**src/rtl/fir_datapath.sv**
```systemverilog
// FIR filter datapath: one micro-op per clock on a 16 x 17-bit signed register file.
// Define DATAPATH_SAT_EN to saturate ADD/SUB/MUL results on overflow instead of wrapping.
module fir_datapath #(
  parameter int NREGS     = 16,
  parameter int RWIDTH    = 17,
  parameter int FRAC_BITS = 15
) (
  input  logic              clk,
  input  logic              n_rst,
  input  logic [2:0]        op,
  input  logic [3:0]        src1,
  input  logic [3:0]        src2,
  input  logic [3:0]        dest,
  input  logic [15:0]       ext_data1,
  input  logic [15:0]       ext_data2,
  output logic              overflow,
  output logic [RWIDTH-1:0] outreg_data,
  output logic [15:0]       fir_out
);

  localparam int SW = RWIDTH + 1;
  localparam int PW = 2 * RWIDTH;

  typedef enum logic [2:0] {
    OP_NOP         = 3'b000,
    OP_COPY        = 3'b001,
    OP_LOAD_SAMPLE = 3'b010,
    OP_LOAD_COEF   = 3'b011,
    OP_ADD         = 3'b100,
    OP_SUB         = 3'b101,
    OP_MUL         = 3'b110,
    OP_RSVD        = 3'b111
  } op_t;

  op_t                      op_e;
  logic signed [RWIDTH-1:0] regs_q [NREGS];
  logic [15:0]              fir_q, fir_d;
  logic signed [RWIDTH-1:0] a, b, result_d;
  logic signed [SW-1:0]     sum_w, diff_w;
  logic signed [PW-1:0]     prod_w, shifted_w;
  logic [SW-1:0]            mag_w;
  logic                     wr_en, ovf, res_neg;
  logic                     sum_ovf, diff_ovf, mul_ovf;

  assign op_e = op_t'(op);
  assign a    = regs_q[src1];
  assign b    = regs_q[src2];

  // Widened by one bit so the carry into the sign position is visible.
  assign sum_w     = SW'(a) + SW'(b);
  assign diff_w    = SW'(a) - SW'(b);
  assign prod_w    = PW'(a) * PW'(b);
  assign shifted_w = prod_w >>> FRAC_BITS;

  assign sum_ovf  = sum_w[SW-1] != sum_w[SW-2];
  assign diff_ovf = diff_w[SW-1] != diff_w[SW-2];
  assign mul_ovf  = shifted_w[PW-1:RWIDTH-1] != {(PW-RWIDTH+1){shifted_w[PW-1]}};

  always_comb begin
    result_d = '0;
    wr_en    = 1'b0;
    ovf      = 1'b0;
    res_neg  = 1'b0;
    case (op_e)
      OP_COPY: begin
        result_d = a;
        wr_en    = 1'b1;
      end
      OP_LOAD_SAMPLE: begin
        result_d = RWIDTH'(ext_data1);
        wr_en    = 1'b1;
      end
      OP_LOAD_COEF: begin
        result_d = RWIDTH'(ext_data2);
        wr_en    = 1'b1;
      end
      OP_ADD: begin
        result_d = sum_w[RWIDTH-1:0];
        ovf      = sum_ovf;
        res_neg  = sum_w[SW-1];
        wr_en    = 1'b1;
      end
      OP_SUB: begin
        result_d = diff_w[RWIDTH-1:0];
        ovf      = diff_ovf;
        res_neg  = diff_w[SW-1];
        wr_en    = 1'b1;
      end
      OP_MUL: begin
        result_d = shifted_w[RWIDTH-1:0];
        ovf      = mul_ovf;
        res_neg  = shifted_w[PW-1];
        wr_en    = 1'b1;
      end
      default: ;
    endcase
`ifdef DATAPATH_SAT_EN
    if (ovf) begin
      result_d = res_neg ? {1'b1, {(RWIDTH-1){1'b0}}} : {1'b0, {(RWIDTH-1){1'b1}}};
    end
`endif
  end

  // Magnitude needs one extra bit: |most negative| does not fit RWIDTH signed.
  always_comb begin
    mag_w = result_d[RWIDTH-1] ? -SW'(result_d) : SW'(result_d);
    fir_d = fir_q;
    if (wr_en && (dest == 4'd0)) begin
      fir_d = (|mag_w[SW-1:16]) ? 16'hFFFF : mag_w[15:0];
    end
  end

  always_ff @(posedge clk or negedge n_rst) begin
    if (!n_rst) begin
      for (int i = 0; i < NREGS; i++) begin
        regs_q[i] <= '0;
      end
      fir_q <= '0;
    end else begin
      if (wr_en) begin
        regs_q[dest] <= result_d;
      end
      fir_q <= fir_d;
    end
  end

  assign overflow    = ovf;
  assign outreg_data = regs_q[0];
  assign fir_out     = fir_q;

endmodule

```
**config.mk**
```make
export PLATFORM = sky130hd
export DESIGN_NAME = fir_datapath
export DESIGN_NICKNAME = d
export VERILOG_FILES = /design/src/rtl/fir_datapath.sv
export SDC_FILE = /design/constraint.sdc
export NUM_CORES = 1
export LEC_CHECK = 0
export BUFFER_PORTS_ARGS = -buffer_cell sky130_fd_sc_hd__buf_2
export CORE_MARGIN = 2
export CORE_UTILIZATION = 50
export CTS_CLUSTER_SIZE = 24
export DETAILED_ROUTE_END_ITERATION = 10
export PLACE_DENSITY = 0.66
export SLEW_MARGIN = 20
export SYNTH_ARGS = -nofsm -noshare
export SYNTH_HDL_FRONTEND = slang
export SYNTH_SLANG_ARGS = --single-unit
```
**constraint.sdc**
```tcl
create_clock -name clk -period 23 [get_ports clk]
set_input_delay 0 -clock clk [delete_from_list [all_inputs] [get_ports clk]]
set_output_delay 0 -clock clk [all_outputs]
set_load 0.02 [all_outputs]
```
==> results of run 1 <==
## worst max path at each step
stage | slack (ns) | to | start
2_1_floorplan | 13.57 | fir_out[11]$_DFFE_PN0P_ | src2[0]
3_3_place_gp | 12.28 | fir_out[13]$_DFFE_PN0P_ | src1[0]
3_5_place_dp | 12.18 | fir_out[13]$_DFFE_PN0P_ | src2[0]
4_1_cts | 12.74 | fir_out[13]$_DFFE_PN0P_ | src2[0]
5_1_grt | 12.11 | fir_out[13]$_DFFE_PN0P_ | src1[0]
6_report | 12.67 | fir_out[13]$_DFFE_PN0P_ | src1[0]
## metal layers
| metal | vias up | routed length [um] | GRT usage, % |
|---|---|---|---|
| met3 | 252 | 7158 | 3.512 |
| met1 | 11521 | 35730 | 41.91 |
| met5 | - | 11 | 0 |
| li1 | 9850 | - | - |
| met2 | 1115 | 43840 | 52.75 |
| met4 | 2 | 4933 | 14.96 |
## sequential cells by signal, indices dropped and copies added, names as in the netlist
name,cells
fir_out,16
outreg_data,17
regs_q,255
## kinds of logic (layout without fill, tap and decap cells)
family                   count (synthesis)  count (layout)  synth area share (%)
XOR/XNOR                                20              20                0.6179
buffers and inverters                  577             557                 8.094
adder cells (fa/ha/maj)                414             414                 26.14
multiplexers                           213             213                 14.18
flip-flops                             288             288                 25.42
AND/OR/NAND/NOR                        871             871                 13.27
AO/OA/AOI/OAI                          564             564                 12.28
## metrics by stage
step                      cell area [um2]  hold WS (ns)  setup slack [ns]
after floorplan                     28350       -0.2956             13.57
after global placement              29290        0.1733             12.28
after detailed placement            29290        0.1921             12.18
after CTS                           30200       0.09473             12.74
after global routing                30260        0.1501             12.11
final                               30260        0.1187             12.67
## synth_stat cells (12+ instances only)
master / number
nand4_1: 21
nand3_1: 24
mux2i_1: 37
ha_1: 117
a21o_1: 17
buf_2: 14
nand2_1: 294
nor3_1: 30
xnor2_1: 13
dfrtp_1: 288
clkbuf_1: 150
a21oi_1: 218
o21ai_0: 136
o21ai_1: 15
inv_1: 357
nand2b_1: 24
nor2_1: 397
o31ai_1: 12
o21a_1: 14
mux4_2: 148
mux2_2: 28
buf_4: 21
buf_1: 21
fa_1: 297
## critical path: cells and delay by family
family          cells  cell delay (ns)
simple gates        5             1.88
compound gates      6             1.75
buf+inv             9             2.52
fa+ha+maj           8             3.68
mux                 2             0.87
## repair_timing
item | CTS | global route
hold endpoints to repair | 128 | 1
gates resized for setup | 0 | 0
hold buffers | 1 | 1
## final cells by class
cell class	count	area, um2
Sequential cell	288	7207
Fill cell	5085	25910
Tap cell	756	945.9
Timing Repair Buffer	141	903.4
Clock buffer	36	772.0
Multi-Input combinational cell	2082	18920
Inverter	367	1380
Clock inverter	13	130.1
==> summary.txt, run 1 <==
mapped cell area: 28350 um2
top-area cell type share of the netlist area: 25.42%
Worst Hold Class: in -> reg
Layout area overhead: 6.726%
TritonCTS buffer count: 28
hold path depth: 5
Slowest Stage Delay on Critical Path: 0.83 ns
core box area: 56170 um2
RSZ-0062 raised after global routing: no
HP Start: dest[1]
largest net degree at the start of global routing: 131
Critical Path Start Type: input pin
Slowest-stage cell, CP: a31oi_2
Boundary Pins: 83
Final Core Density: 53.87%
sequential cell area fraction in the yosys report: 25.42%
R2R depth: 28
grt ovf: 0
arrival time of the worst setup path: 10.82 ns
Critical Path Sink Type: register
Slew @ Worst Pin: 1.106 ns
Clk Latency, worst-skew pair: 0.57 ns
root buf cell: clkbuf_16
DR pass1 iterations: 6
synthesized area per cell: 9.620 um2
ANT cells: 0
# setup viols final: 0
worst reg2reg setup slack: 13.07 ns
Distinct cells, synth: 89
Seq cells post-synth: 288
largest cells by area after synthesis: dfrtp_1 25%, fa_1 21%, mux4_2 12%, nor2_1 5.3%, ha_1 5.2%
Syn Inst Count: 2947
GP Congestion: 1.002
Non-Filler Instances: 3683
IO buf count: 82
Initial DRC Count: 2225
commonest non-fill, non-tap cell in the layout: nor2_1
critical path's most frequent cell: fa_1
antenna violations before repair: 3
routed len/inst: 24.89 um
DP Cell Count: 3631
die span in y: 242.1 um
Die W: 242.1 um
Crit path required time: 23.49 ns
overall via count from detail_route: 22740
f_max: 96.81 MHz
final slew viol count: 0
Synth Flop Type: dfrtp_1
final hold vios: 0
most frequent cells in the layout: 387 x nor2_1, 357 x inv_1, 297 x fa_1
All-Layer GR Usage: 31.72%
area leader, netlist: dfrtp_1
CP Max Fanout: 45
CTS clk-pin slew, worst paths: 0.07 ns
Initial Util: 50.47%
Setup Buffers After CTS: 0
Yosys warning count: 0
share of layout cells above drive strength 1: 14.31%
RR Startpoint: outreg_data[8]$_DFFE_PN0P_
# rows: 87
die area: 58620 um2
clock skew: 0.02178 ns
Detailed Route WL: 91670 um
terminus of the critical flop-to-flop path: fir_out[13]$_DFFE_PN0P_
CTS sink count: 288
status: complete, no violations
max-cap violations: 0
Max-slew headroom: 26.24%
H-Tree Depth: 1
setup TNS: 0 ns
via/cell ratio: 6.174
Post-DP HPWL: 67000 um
# DRC: 0
Max Root-Sink Buffers: 3
type of the worst setup path: in -> reg
Routed Antenna Nets: 0
Tmin final: 10.33 ns
first-pass GRT wire length: 141500 um
Hold Path End: regs_q[54]$_DFFE_PN0P_
vias in the first global route: 23730
Total Nets Final: 3371
TritonCTS clock tree: yes
Post-Syn Nets: 3410
Post-synth EDFFs: 0
FFs w/ async S/R, synth: 100.0%
fin crit share: 44.91%
Power of run 1 is not shown: default switching activity piles up to over one toggle a cycle in this logic, so the estimate is an artifact.
==> inputs of run 2 (changes only) <==
- clock period: 23 -> 10.1 ns (I/O delays scaled with it)
==> summary.txt, run 2 (same netlist as run 1, synthesis figures left out) <==
setup TNS: 0 ns (unchanged)
share of layout cells above drive strength 1: 15.17% (was 14.31%)
worst reg2reg setup slack: 0.68 ns (was 13.07 ns)
Layout area overhead: 7.852% (was 6.726%)
Boundary Pins: 83 (unchanged)
Finished Cell Area: 30580 um2 (was 30260 um2)
RSZ-0062 raised after global routing: no (unchanged)
Slew @ Worst Pin: 1.001 ns (was 1.106 ns)
commonest non-fill, non-tap cell in the layout: nor2_1 (unchanged)
HP Start: dest[1] (unchanged)
# setup viols final: 0 (unchanged)
grt ovf: 0 (unchanged)
CTS sink count: 288 (unchanged)
Post-DP Area: 29580 um2 (was 29290 um2)
routed len/inst: 24.81 um (was 24.89 um)
critical path's most frequent cell: fa_1 (unchanged)
GP Congestion: 1.025 (was 1.002)
f_max: 106.1 MHz
first-pass GRT wire length: 141500 um (about the same)
Total Nets Final: 3402 (was 3371)
arrival time of the worst setup path: 9.91 ns (was 10.82 ns)
Hold Path End: regs_q[67]$_DFFE_PN0P_ (was regs_q[54]$_DFFE_PN0P_)
IO buf count: 82 (unchanged)
TritonCTS buffer count: 29 (was 28)
fin crit share: 93.30%
vias in the first global route: 23511 (was 23730)
CTS clk-pin slew, worst paths: 0.06 ns (was 0.07 ns)
Die W: 242.1 um (unchanged)
largest net degree at the start of global routing: 79 (was 131)
Max-slew headroom: 32.80% (was 26.24%)
TritonCTS clock tree: yes (unchanged)
# rows: 87 (unchanged)
RR Startpoint: outreg_data[8]$_DFFE_PN0P_ (unchanged)
type of the worst setup path: reg -> reg (was in -> reg)
Critical Path Sink Type: register (unchanged)
# DRC: 0 (unchanged)
Detailed Route WL: 92170 um (was 91670 um)
hold path depth: 5 (unchanged)
ANT cells: 0 (unchanged)
die area: 58620 um2 (unchanged)
final slew viol count: 0 (unchanged)
DP Cell Count: 3661 (was 3631)
Slowest-stage cell, CP: fa_1 (was a31oi_2)
antenna violations before repair: 1 (was 3)
Initial Util: 50.47% (unchanged)
All-Layer GR Usage: 31.71% (was 31.72%)
terminus of the critical flop-to-flop path: fir_out[13]$_DFFE_PN0P_ (unchanged)
Slowest Stage Delay on Critical Path: 0.60 ns (was 0.83 ns)
overall via count from detail_route: 22858 (was 22740)
most frequent cells in the layout: 387 x nor2_1, 357 x inv_1, 297 x fa_1 (unchanged)
Post-DP HPWL: 69480 um (was 67000 um)
Initial DRC Count: 2119 (was 2225)
Tmin final: 9.423 ns
via/cell ratio: 6.153 (was 6.174)
Non-Filler Instances: 3715 (was 3683)
root buf cell: clkbuf_16 (unchanged)
final hold vios: 0 (unchanged)
R2R depth: 27 (was 28)
Most flops, register: regs_q (unchanged)
CP Max Fanout: 20 (was 45)
Crit path required time: 10.58 ns (was 23.49 ns)
Worst setup startpoint: outreg_data[8]$_DFFE_PN0P_ (was src1[0])
clock skew: 0.02491 ns (was 0.02178 ns)
core box area: 56170 um2 (unchanged)
H-Tree Depth: 1 (unchanged)
Worst Hold Class: in -> reg (unchanged)
Min Hold Slack: 0.1265 ns (was 0.1187 ns)
Routed Antenna Nets: 0 (unchanged)
Critical Path Start Type: register (was input pin)
status: complete, no violations (unchanged)
Clk Latency, worst-skew pair: 0.57 ns (about the same)
DR pass1 iterations: 6 (unchanged)
max reg flops: 255 (unchanged)
die span in y: 242.1 um (unchanged)
max-cap violations: 0 (unchanged)
Max Root-Sink Buffers: 3 (unchanged)
run 2: cell types whose count changed in the layout (fill, tap and decap cells not counted), moves of 2 or more:
cell        change
buf_12          +5
buf_4          +27
buf_6           -2
clkbuf_8        +3
clkinv_2        -4
clkinvlp_4      +2
run 2: final cells by class:
type | count | area (um2)
Tap cell | 756 | 945.9
Sequential cell | 288 | 7207
Multi-Input combinational cell | 2082 | 18910
Clock inverter | 12 | 150.1
Clock buffer | 39 | 813.3
Fill cell | 5041 | 25590
Timing Repair Buffer | 171 | 1166
Inverter | 367 | 1380
run 2: what timing repair did:
action,4_1_cts,5_1_grt
buffers inserted,0,0
endpoints found under the hold margin,68,0
gates resized for setup,0,0
hold buffers,3,0
run 2: critical path: cells and delay by family, from the launching register on:
family,cells,cell delay [ns]
AO/OA/AOI/OAI,4,0.92
adder cells (fa/ha/maj),8,3.76
buffers and inverters,6,1.15
flip-flops,1,0.45
multiplexers,2,0.76
AND/OR/NAND/NOR,7,2.30
run 2: metrics by stage:
stage,util [%],worst slack (ns)
floorplan,-,0.6665
global placement,52.66,0.5546
detailed placement,52.67,0.4332
CTS,54.44,0.7280
global route,54.44,0.2031
finish,54.44,0.6771
run 2: worst max path at each step:
stage	slack, ns	to	cells past startpoint
4_1_cts	0.73	fir_out[13]$_DFFE_PN0P_	27
3_5_place_dp	0.43	fir_out[13]$_DFFE_PN0P_	28
2_1_floorplan	0.67	fir_out[11]$_DFFE_PN0P_	37
3_3_place_gp	0.55	fir_out[0]$_DFFE_PN0P_	28
6_report	0.68	fir_out[13]$_DFFE_PN0P_	27
5_1_grt	0.20	fir_out[13]$_DFFE_PN0P_	27
run 2: per-layer routing:
| layer | global-route usage, % | up-vias | wire length (um) |
|---|---|---|---|
| met5 | 0 | - | 0 |
| met4 | 13.82 | 0 | 4479 |
| met3 | 4.642 | 239 | 7317 |
| met2 | 53.19 | 1151 | 44990 |
| met1 | 41.20 | 11557 | 35390 |
| li1 | - | 9911 | - |
Power of run 2 is left out for the same reason.
